--- src/rtl/wb_commit_stage.sv ---
// Write-back commit stage: selects load data or ALU result, registers the register-file write,
// and sequences the jr redirect/flush. Optional same-cycle forwarding port under WB_FORWARD_EN.
module wb_commit_stage #(
   parameter int DATA_W       = 32,
   parameter int ADDR_W       = 5,
   parameter int FLUSH_CYCLES = 2
) (
   input  logic              clk,
   input  logic              rst_n,
   input  logic              stall_in,
   input  logic              reg_write_in,
   input  logic [DATA_W-1:0] data_in,
   input  logic [DATA_W-1:0] result_in,
   input  logic [ADDR_W-1:0] reg_address_in,
   input  logic              jump_reg_in,
   input  logic              mem_load_in,
   output logic              rf_we,
   output logic [ADDR_W-1:0] rf_waddr,
   output logic [DATA_W-1:0] rf_wdata,
   output logic              jr_redirect,
   output logic [DATA_W-1:0] jr_target,
   output logic              flush,
   output logic              busy,
   output logic              fwd_valid,
   output logic [ADDR_W-1:0] fwd_addr,
   output logic [DATA_W-1:0] fwd_data
);

   // state    | meaning
   // IDLE     | normal commit, waiting for a jr
   // REDIRECT | one unstalled cycle: pulse jr_redirect, flush younger stages
   // FLUSH    | squash writes while the counter runs down
   typedef enum logic [1:0] {
      S_IDLE     = 2'd0,
      S_REDIRECT = 2'd1,
      S_FLUSH    = 2'd2
   } state_t;

   localparam logic [3:0] LP_FLUSH = 4'(FLUSH_CYCLES);

   state_t            r_state;
   state_t            w_next;
   logic [3:0]        r_cnt;
   logic              r_we;
   logic [ADDR_W-1:0] r_waddr;
   logic [DATA_W-1:0] r_wdata;
   logic [DATA_W-1:0] r_target;
   logic              w_squash;
   logic              w_busy;

   assign w_busy   = (r_state != S_IDLE);
   assign w_squash = w_busy | jump_reg_in;

   always_ff @(posedge clk or negedge rst_n) begin
      if (!rst_n) begin
         r_state  <= S_IDLE;
         r_cnt    <= '0;
         r_we     <= 1'b0;
         r_waddr  <= '0;
         r_wdata  <= '0;
         r_target <= '0;
      end else if (!stall_in) begin
         r_state <= w_next;
         r_we    <= reg_write_in & (reg_address_in != '0) & ~w_squash;
         r_waddr <= reg_address_in;
         r_wdata <= mem_load_in ? data_in : result_in;
         if ((r_state == S_IDLE) && jump_reg_in) begin
            r_target <= result_in;
            r_cnt    <= LP_FLUSH;
         end else if (r_state == S_FLUSH) begin
            r_cnt <= r_cnt - 4'd1;
         end
      end
   end

   // Stall gates the held write and the redirect pulse so neither is issued twice.
   always_comb begin
      w_next      = r_state;
      jr_redirect = 1'b0;
      case (r_state)
         S_IDLE: begin
            if (!stall_in && jump_reg_in) w_next = S_REDIRECT;
         end
         S_REDIRECT: begin
            jr_redirect = ~stall_in;
            if (!stall_in) w_next = S_FLUSH;
         end
         S_FLUSH: begin
            if (!stall_in && (r_cnt == 4'd1)) w_next = S_IDLE;
         end
         default: w_next = S_IDLE;
      endcase
   end

   assign rf_we     = r_we & ~stall_in;
   assign rf_waddr  = r_waddr;
   assign rf_wdata  = r_wdata;
   assign jr_target = r_target;
   assign flush     = w_busy;
   assign busy      = w_busy;

`ifdef WB_FORWARD_EN
   assign fwd_valid = rf_we;
   assign fwd_addr  = r_waddr;
   assign fwd_data  = r_wdata;
`else
   assign fwd_valid = 1'b0;
   assign fwd_addr  = '0;
   assign fwd_data  = '0;
`endif

endmodule

--- config.mk ---
export PLATFORM = sky130hd
export DESIGN_NAME = wb_commit_stage
export DESIGN_NICKNAME = d
export VERILOG_FILES = /design/src/rtl/wb_commit_stage.sv
export SDC_FILE = /design/constraint.sdc
export NUM_CORES = 1
export LEC_CHECK = 0
export CAP_MARGIN = 30
export CELL_PAD_IN_SITES_DETAIL_PLACEMENT = 2
export CELL_PAD_IN_SITES_GLOBAL_PLACEMENT = 2
export CORE_ASPECT_RATIO = 2
export CORE_MARGIN = 2
export CORE_UTILIZATION = 24
export CTS_CLUSTER_SIZE = 25
export DETAILED_ROUTE_END_ITERATION = 8
export PLACE_DENSITY_LB_ADDON = 0.25
export SYNTH_ARGS = -nofsm -noshare
export SYNTH_HDL_FRONTEND = slang
export SYNTH_SLANG_ARGS = --single-unit
--- constraint.sdc ---
create_clock -name clk -period 2.2 [get_ports clk]
set_clock_uncertainty 0.2 [all_clocks]
set_input_delay 0.66 -clock clk [delete_from_list [all_inputs] [get_ports clk]]
set_output_delay 0.66 -clock clk [all_outputs]
set_load 0.05 [all_outputs]
# After elaboration in Yosys (flattened, before gate mapping)
# Index checks and enable logic that the tools add are counted.
word_totals:
  register_bits: 76
op_classes:
  eq_ne: 5
  n_addsub: 1
  mux: 7
  n_reduce_logical: 11
  bitwise_logic: 6
ops:
  columns: ["op", "count"]
  rows:
  - ["two-way mux 32 bit", 1]
  - ["two-way mux 4 bit", 2]
  - ["one-hot mux 2 bit (3 select lines)", 1]
  - ["nonzero test 5 bit", 1]
  - ["equality test 4 x 1 -> 1 bit (second input constant)", 1]
  - ["two-way mux 2 bit", 2]
  - ["inequality test 2 x 1 -> 1 bit (second input constant)", 2]
  - ["AND reduction 2 bit", 2]
  - ["nonzero test 2 bit", 2]
  - ["subtractor 4 x 1 -> 4 bit (second input constant)", 1]
  - ["bitwise AND 1 bit", 3]
  - ["logical AND 1 bit", 3]
  - ["AND reduction 3 bit", 1]
  - ["equality test 2 x 1 -> 1 bit (second input constant)", 1]
  - ["equality test 2 bit (second input constant)", 1]
  - ["logical NOT 2 bit", 1]
  - ["inverter 1 bit", 2]
  - ["logical NOT 1 bit", 1]
  - ["two-way mux 1 bit", 1]
  - ["bitwise OR 1 bit", 1]

# Longest topological paths before layout
# Gate-level depths: netlist of run 1.
logic_depth:
  ltp_word: 4
  depth_mapped: 5

# Worst setup path before layout of run 1
# No wires, ideal clock.
synth_timing:
  path_type: "input-to-output"
  from: "in stall_in"
  to: "out jr_redirect"
  setup_slack_ps: -505
  n_path_buf: 2
  arrival_ps: 1845
  stages: 4
  t_required_ps: 1340
  path_cell_list: "clkbuf_1 -> buf_2 -> nor2b_1 -> nor2b_1"
synth_via:
  elab_chain_len: 2
synth_rtl:
  columns: ["element", "line_no", "text"]
  rows:
  - ["start, declared", "10", "input logic stall_in,"]
  - ["inverter 1 bit (no line)", null, null]
  - ["two-way mux 1 bit", "80", "case (r_state)"]
  - ["end, declared", "20", "output logic jr_redirect,"]
# Every way passes these cells.

# Worst setup path in the final report of run 1
layout_timing:
  from: "reg r_state[1]"
  to: "out busy"
layout_via:
  elab_chain_len: 1
layout_rtl:
  columns: ["element", "line_no", "text"]
  rows:
  - ["start, declared", "41", "state_t r_state;"]
  - ["start signal, assigned", "63", "r_state <= w_next;"]
  - ["nonzero test 2 bit", "51", "assign w_busy = (r_state != S_IDLE);"]
  - ["end, declared", "23", "output logic busy,"]
# Every way passes these cells.

==> results of run 1 <==
[worst max-delay path: cells and delay by family, from the launching register on]
kind,cells,cell delay (ns)
buffers and inverters,1,0.20
DFF,1,0.42
and+or+nand+nor,1,0.31
[cells by family (layout without fill, tap and decap cells)]
logic type | count (synthesis) | after routing | synth area share
compound gates | 40 | 40 | 0.0600
fa+ha+maj | 2 | 2 | 0.00690
buf+inv | 61 | 179 | 0.114
flops | 76 | 76 | 0.524
mux | 70 | 70 | 0.227
other cells | 1 | 38 | 0.00103
simple gates | 51 | 51 | 0.0673
[per-layer routing]
metal  vias to the layer above  share of wire
met4                         0          0.026
li1                       1246              -
met1                      1382           0.32
met3                        17          0.050
met5                         -              0
met2                       102           0.60
[through the flow]
step | instances | setup TNS [ns] | hold slack [ns] | area, um^2 | worst slack [ns]
after floorplan | 338 | 0 | 0.164 | 3820 | 0.00155
after global placement | 631 | -5.55 | 0.263 | 5050 | -0.204
after detailed placement | 631 | -6.22 | 0.278 | 5050 | -0.231
after CTS | 649 | 0 | 0.0955 | 5340 | 0.00778
after global routing | 651 | 0 | 0.112 | 5350 | 0.0338
final | 651 | 0 | 0.0898 | 5350 | 0.0690
[worst paths after layout]
| kind | to | slack [ns] | depth (start not counted) |
|---|---|---|---|
| max in group asynchronous | r_state[0] | 1.14 | 2 |
| worst min-delay path | jr_target[30] | 0.09 | 1 |
| min in group clk | rf_wdata[16] | 0.29 | 2 |
| worst max-delay path | busy | 0.07 | 2 |
| worst min register to register | rf_wdata[16] | 0.29 | 2 |
| worst max register to register | jr_target[1] | 0.31 | 4 |
[what timing repair did]
item,in CTS,in global routing
resized for setup,2,0
buffers inserted,2,2
endpoints found under the setup margin,3,2
[cells in the mapped netlist, drive strengths merged]
master   count  share of area
o22a         1         0.0024
ha           2         0.0069
mux2i       33          0.091
buf         50           0.10
nor3         1         0.0014
nor4b        2         0.0090
o21a         1         0.0021
a211o        1         0.0024
o2bb2ai      1         0.0024
nand2b       1         0.0017
a31oi        1         0.0017
nand3        3         0.0041
or4b         1         0.0028
conb         1         0.0010
inv          4         0.0041
a21o         1         0.0021
nor2b        3         0.0052
dfrtp       76           0.52
clkbuf       7         0.0076
o21ai       34          0.047
mux2        37           0.14
nor2         3         0.0031
nand2       35          0.036
or4          1         0.0021
or2          1         0.0017
[registers in the layout, indices dropped and copies added, names as in the netlist]
name       count
jr_target     32
r_cnt          4
r_state        2
r_we           1
rf_waddr       5
rf_wdata      32
[power by group]
part	total [mW]	internal, mW	switching (mW)
Sequential	2.09	1.83	0.262
Clock	1.38	0.791	0.588
Combinational	3.39	1.19	2.20
Total	6.86	3.81	3.05
[area by class of cell]
type | instances | area (um^2)
clock buffer | 12 | 246
fill | 1657 | 9470
inverter | 4 | 15.0
timing repair buffer | 159 | 1440
clock inverter | 4 | 25.0
multi-input combinational | 201 | 1470
sequential | 76 | 1900
tap | 195 | 244
==> out/results.ini, run 1 <==
[sta]
report.final.slew_viol_count = 0
fmax_mhz = 469
period_share = 0.969
rsz0062_at_grt = no
setup_violations = 0
fin_crit_ns = 2.13
finalHoldViolCount = 0

[layout]
mostFrequentLayoutCell = buf_4
area_growth_pct = 47.5
antenna_cells = 0
finish.utilization = 0.361
drive_above_1_share = 0.305
final_cell_mix = buf_4, dfrtp_1, clkdlybuf4s50_1
nets = 528

[clocking]
cts_tree = built
clock_latency_ns = 0.34
clk_pin_slew_ns = 0.06
cts_made_buffers = 9
clockBufferDepth = 2
root_buffer = clkbuf_16
h-tree-depth = 3
cts_hold_buf = 0
cts_sinks = 76

[setup_path]
max_stage_delay_ns = 0.42
start_kind = flip-flop
end_kind = output port
crit_fanout = 4
r2r-start = r_state[1]
critical_path.slowest_cell = dfrtp_2
crit_chain = or2_2 -> buf_4
required_ns = 1.34
cp_data_arrival_time_ns = 1.27
crit_type = flip-flop to output port
cp-startpoint = r_state[1]

[placement]
hpwl_um = 8790
globalplace.congestion = 0.733
io_buffers = 147

[synthesis]
netlist_area_um2 = 3630
seq_area_frac_synth = 0.524
syn-mean-instance-area_um2 = 12.0
ys_types = 32
synthCells = 301
synth-warning-count = 0
ys_ff_latch = 76

[pwr]
p_leak_nw = 2.50
finalPower_mw = 6.86
vdd_ir_drop_max_mv = 0.444
power.density_nw_per_um2 = 1280

[route]
wl_um = 11800
viasPerCell = 4.22
drc = 0
drtIter0Drc = 78
routedWlPerCell_um = 18.1
first_pass_iters = 4
drtAntennaViolNets = 0
route.vias.total = 2747

[floorplanning]
core_region_area_um2 = 14800
start_util = 0.245
die_w_um = 90.9
core.rowCount = 63
dieArea_um2 = 16200
dieHeight_um = 178
io_pins = 186

[grt]
grt_pass1_wl_um = 18100
grt_util_all_layers = 0.150
met3_usage = 0.0344
busiest_layer = met2
grt_overflow = 0
grt_use_met1 = 0.142
antenna_found_initial = 0
use_met2 = 0.300
grt_max_degree = 38
first_global_vias = 3093

[run_status]
status = finished clean

[worst_hold_path]
hold_class = input pin to async pin

[run]
max_cap_violations = 0

Power figures use the tool's default switching activity.
==> run 2: changes to the inputs <==
Settings changed: GPL_TIMING_DRIVEN set to 0.
==> run 2 against run 1 <==
Non-clock buffer count rose by 53. Maximum frequency fell by 2.5%. First-iteration DRC count fell by 38%.
==> out/results.ini, run 2 (same netlist as run 1, synthesis figures left out) <==
[sta]
setup_violations = 0  ; unchanged
report.final.slew_viol_count = 0  ; unchanged
finalHoldViolCount = 0  ; unchanged
period_share = 0.994  ; +0.0252
final.setup.worst_slack_ns = 0.0136  ; -0.0554 ns
worst_slew_pin_slew_ns = 0.573
fin_crit_ns = 2.19  ; +0.0554 ns
slew_headroom = 0.620
fmax_mhz = 457  ; -2.5%

[grt]
first_global_vias = 3433  ; +11%
grt_max_degree = 64  ; +68%
grt_overflow = 0  ; unchanged
grt_util_all_layers = 0.164  ; +0.0131
antenna_found_initial = 0  ; unchanged
grt_pass1_wl_um = 19600  ; +8.3%

[layout]
antenna_cells = 0  ; unchanged
n_fill_cell = 1648  ; -0.54%
final_cell_mix = dfrtp_1, clkdlybuf4s50_1, dlygate4sd2_1
area_growth_pct = 61.0
nets = 581  ; +10%
mostFrequentLayoutCell = dfrtp_1
drive_above_1_share = 0.222  ; -0.0824
finish.utilization = 0.394  ; +0.0330

[clocking]
cts_tree = built
cts_sinks = 76  ; unchanged
clock_latency_ns = 0.34  ; about the same
clockBufferDepth = 2  ; unchanged
clk_pin_slew_ns = 0.06  ; about the same
root_buffer = clkbuf_16
cts_made_buffers = 9  ; unchanged
h-tree-depth = 3  ; unchanged

[route]
drc = 0  ; unchanged
drtAntennaViolNets = 0  ; unchanged
wl_um = 13000  ; +11%
routedWlPerCell_um = 18.5  ; +2.4%
route.vias.total = 2982  ; +8.6%
drtIter0Drc = 48  ; -38%
viasPerCell = 4.24  ; +0.53%
first_pass_iters = 3  ; -1

[floorplanning]
io_pins = 186  ; unchanged
dieArea_um2 = 16200  ; unchanged
core_region_area_um2 = 14800  ; unchanged
die_w_um = 90.9  ; unchanged
core.rowCount = 63  ; unchanged
start_util = 0.245  ; unchanged
dieHeight_um = 178  ; unchanged

[placement]
io_buffers = 145  ; -1.4%
globalplace.congestion = 0.727  ; -0.76%
dpl_worst_slack_ns = -0.788  ; -0.557 ns
hpwl_um = 9890  ; +12%

[setup_path]
crit_chain = clkbuf_16 -> buf_12 -> nor2b_4 -> nor2b_4 -> buf_8
start_kind = input pin
cp_data_arrival_time_ns = 1.33  ; +0.06 ns
critical_path.slowest_cell = nor2b_4
end_kind = output port
required_ns = 1.34  ; about the same
crit_type = input pin to output port
cp_common_cell = nor2b_4
max_stage_delay_ns = 0.15  ; -0.27 ns
crit_fanout = 6  ; +2
ff2ff_setup_slack_ns = 0.27  ; -0.04 ns

[pwr]
clock_power_share = 0.202  ; about the same
p_sw_mw = 3.05  ; about the same
p_int_mw = 3.83  ; +0.46%
pwr-share-seq = 0.299  ; -0.006
p_leak_nw = 2.84  ; +13%
vdd_ir_drop_max_mv = 0.561  ; +26%
power.density_nw_per_um2 = 1180  ; -8.2%
pwr-share-comb = 0.499  ; +0.005
swShare = 0.443  ; -0.00131

[worst_hold_path]
hold_class = flip-flop to flip-flop

[run_status]
status = finished clean

[run]
max_cap_violations = 0  ; unchanged

[run 2: cell types whose count changed in the layout (fill, tap and decap cells not counted), moves of 2 or more]
cell | before | now
dlygate4sd2_1 | 0 | 69
buf_4 | 80 | 47
buf_6 | 0 | 5
clkbuf_1 | 2 | 6
buf_1 | 0 | 3
buf_12 | 6 | 3
buf_2 | 2 | 4
buf_8 | 0 | 2
clkinvlp_4 | 2 | 0
[run 2: what timing repair did]
item / CTS / global route
hold endpoints to repair: 13 / 0
setup buffers: 9 / 1
hold buffers: 1 / 0
gates resized for setup: 101 / 1
setup endpoints to repair: 101 / 1
[run 2: area by class of cell]
type / count / area, um^2 / area share
plain buffers: 55 / 424 / 0.0726
multi-input cells: 201 / 1480 / 0.253
flip-flops and latches: 76 / 1900 / 0.326
clock inverters: 2 / 10.0 / 0.00171
inverters: 4 / 15.0 / 0.00257
clock buffers: 13 / 260 / 0.0446
repair buffers: 157 / 1510 / 0.258
well taps: 195 / 244 / 0.0418
[run 2: routing by layer]
layer | share of wire | wire, um | up-vias | track usage
met3 | 0.037 | 484 | 17 | 0.0251
met5 | 0 | 0 | - | 0
met4 | 0.025 | 329 | 0 | 0.0770
met1 | 0.34 | 4440 | 1513 | 0.160
li1 | - | - | 1350 | -
met2 | 0.60 | 7780 | 102 | 0.327
[run 2: worst max-delay path: cells and delay by family]
kind,cells,cell delay (ns)
AND/OR/NAND/NOR,2,0.25
buffers and inverters,3,0.41
[run 2: power groups by stage]
stage | Clock [mW] | Combinational, mW | Sequential, mW
final | 1.39 | 3.43 | 2.06
after global routing | 1.49 | 3.59 | 2.12
after CTS | 1.43 | 3.46 | 2.06
after detailed placement | 0 | 3.61 | 2.09
after global placement | 0 | 3.54 | 2.06
after floorplan | 0 | 1.07 | 3.36
[run 2: stage by stage]
step / power (mW) / cell area [um^2] / cells / hold WS (ns) / TNS (ns)
6_report: 6.87 / 5840 / 703 / 0.283 / 0
5_1_grt: 7.20 / 5840 / 703 / 0.306 / -0.00473
4_1_cts: 6.96 / 5830 / 702 / 0.289 / 0
3_5_place_dp: 5.70 / 5540 / 679 / 0.279 / -19.05
3_3_place_gp: 5.60 / 5510 / 678 / 0.268 / -221.95
2_1_floorplan: 4.44 / 3820 / 338 / 0.164 / 0
[run 2: worst paths after layout]
kind	cells past startpoint	end	start
min in group asynchronous	2	jr_target[28]	rst_n
max reg2reg	6	jr_target[27]	r_state[1]
max in group asynchronous	3	r_state[0]	rst_n
min	1	jr_target[24]	jr_target[24]
min reg2reg	1	jr_target[24]	jr_target[24]
max	5	jr_redirect	stall_in
==> run 3: changes to the inputs <==
Settings changed: CELL_PAD_IN_SITES_DETAIL_PLACEMENT 2 to not set, CELL_PAD_IN_SITES_GLOBAL_PLACEMENT 2 to not set, CORE_UTILIZATION 24 to 40.
==> run 3 against run 2 <==
Setup slack gained 0.0019 ns. Clock power grew 4%. Total power shrank 0.86%. Cell count shrank 13%. Via count shrank 3.8%. Critical endpoint unchanged.
==> out/results.ini, run 3 (same netlist as run 1, synthesis figures left out) <==
[run_status]
status = finished clean

[floorplanning]
dieHeight_um = 139  ; -22%
die_w_um = 71.3  ; -22%
io_pins = 186  ; unchanged
core.rowCount = 49  ; -22%
dieArea_um2 = 9890  ; -39%
core_region_area_um2 = 8890  ; -40%
start_util = 0.408  ; +0.163

[sta]
setup_violations = 0  ; unchanged
finalHoldViolCount = 0  ; unchanged
period_share = 0.993  ; about the same
whs_ns = 0.0368  ; -0.246 ns
worst_slew_pin_slew_ns = 0.556  ; -0.0169 ns
slew_headroom = 0.631  ; +0.0112
rsz0062_at_grt = no
fin_crit_ns = 2.18  ; -0.00187 ns
report.final.slew_viol_count = 0  ; unchanged
fmax_mhz = 458  ; about the same
final.setup.worst_slack_ns = 0.0154  ; +0.00187 ns
tns_ns = 0  ; unchanged

[setup_path]
end_kind = output port
cp_data_arrival_time_ns = 1.32  ; about the same
critical_path.slowest_cell = buf_6
max_stage_delay_ns = 0.16  ; about the same
crit_chain = clkbuf_16 -> buf_12 -> nor2b_4 -> nor2b_4 -> buf_6
crit_type = input pin to output port
cp_common_cell = nor2b_4
crit_fanout = 7  ; +1
required_ns = 1.34  ; about the same
start_kind = input pin

[layout]
drive_above_1_share = 0.227  ; +0.00438
antenna_cells = 0  ; unchanged
finish.utilization = 0.641  ; +0.247
nets = 580  ; -0.17%
fin_area_um2 = 5700  ; -2.4%
mostFrequentLayoutCell = dfrtp_1
final_cell_mix = dfrtp_1, clkdlybuf4s50_1, dlygate4sd2_1
area_growth_pct = 57.2

[route]
routedWlPerCell_um = 16.0  ; -14%
drc = 0  ; unchanged
first_pass_iters = 5  ; +2
route.vias.total = 2869  ; -3.8%
drtIter0Drc = 111  ; +130%
viasPerCell = 4.71  ; +11%
drtAntennaViolNets = 0  ; unchanged
wl_um = 9760  ; -25%

[grt]
grt_overflow = 0  ; unchanged
grt_pass1_wl_um = 15600  ; -20%
met3_usage = 0.0531  ; +0.0280
use_met2 = 0.393  ; +0.0662
first_global_vias = 2982  ; -13%
grt_util_all_layers = 0.207  ; +0.0438
antenna_found_initial = 0  ; unchanged
busiest_layer = met2
grt_max_degree = 51  ; -20%
grt_use_met1 = 0.208  ; +0.0475

[placement]
place_area_um2 = 5420  ; -2.1%
dpl_worst_slack_ns = -0.722  ; +0.0663 ns
hpwl_um = 7410  ; -25%
globalplace.congestion = 0.793  ; +9.0%
io_buffers = 145  ; unchanged

[worst_hold_path]
hold_class = input pin to async pin

[pwr]
p_sw_mw = 2.97  ; -2.6%
power.density_nw_per_um2 = 1200  ; +1.5%
clock_power_share = 0.213  ; +0.011
p_int_mw = 3.85  ; +0.55%
swShare = 0.436  ; -0.00793
pwr-share-comb = 0.486  ; -0.013
pwr-share-seq = 0.301  ; +0.002
p_leak_nw = 2.83  ; -0.22%
vdd_ir_drop_max_mv = 0.613  ; +9.3%

[clocking]
clk_pin_slew_ns = 0.06  ; about the same
cts_sinks = 76  ; unchanged
root_buffer = clkbuf_16
clock_latency_ns = 0.33  ; about the same
clockBufferDepth = 2  ; unchanged
h-tree-depth = 3  ; unchanged
cts_tree = built
cts_made_buffers = 9  ; unchanged

[run]
max_cap_violations = 0  ; unchanged

run 3: cell count changes in the layout (fill, tap and decap cells not counted), sizes merged:
cell | before | now
clkinv | 2 | 3
clkbuf | 19 | 16
clkinvlp | 0 | 1
dlygate4sd3 | 1 | 0
bufinv | 0 | 1
run 3: layout make-up:
cell class                      count  area, um^2
Buffer                             55         424
Clock buffer                       10         239
Clock inverter                      5        52.6
Fill cell                         746        3190
Inverter                            4        15.0
Multi-Input combinational cell    201        1480
Sequential cell                    76        1900
Tap cell                          102         128
Timing Repair Buffer              156        1460
run 3: worst paths after layout:
path | start | end | slack [ns] | depth (start not counted)
worst max-delay path | stall_in | jr_redirect | 0.02 | 5
min in group clk | jr_target[30] | jr_target[30] | 0.28 | 1
worst max register to register | r_state[0] | jr_target[10] | 0.34 | 5
worst min-delay path | rst_n | jr_target[29] | 0.04 | 1
worst min register to register | jr_target[30] | jr_target[30] | 0.28 | 1
max in group asynchronous | rst_n | r_state[0] | 1.18 | 2
run 3: what timing repair did:
action                     CTS  global route
pin swaps                    0             1
setup buffers                5             5
setup endpoints to repair  101             3
resized for setup          101             0
hold buffers                 0             0
run 3: critical path: cells and delay by family:
| family | cells | cell delay (ns) |
|---|---|---|
| simple gates | 2 | 0.24 |
| buf+inv | 3 | 0.42 |
run 3: through the flow:
step | total power [mW] | cells
CTS | 6.88 | 605
global placement | 5.55 | 585
floorplan | 4.44 | 338
detailed placement | 5.62 | 586
global route | 7.12 | 609
finish | 6.81 | 609
run 3: power by group through the flow:
stage | combinational (mW) | sequential, mW | clock [mW]
after detailed placement | 3.54 | 2.08 | 0
after global routing | 3.46 | 2.11 | 1.55
final | 3.31 | 2.05 | 1.45
after floorplan | 1.07 | 3.36 | 0
after global placement | 3.49 | 2.05 | 0
after CTS | 3.35 | 2.05 | 1.48
run 3: per-layer routing:
metal  wire [um]  vias up
met1        3300     1384
met2        5670      114
met4         227        0
li1            -     1353
met3         568       18
met5           0        -
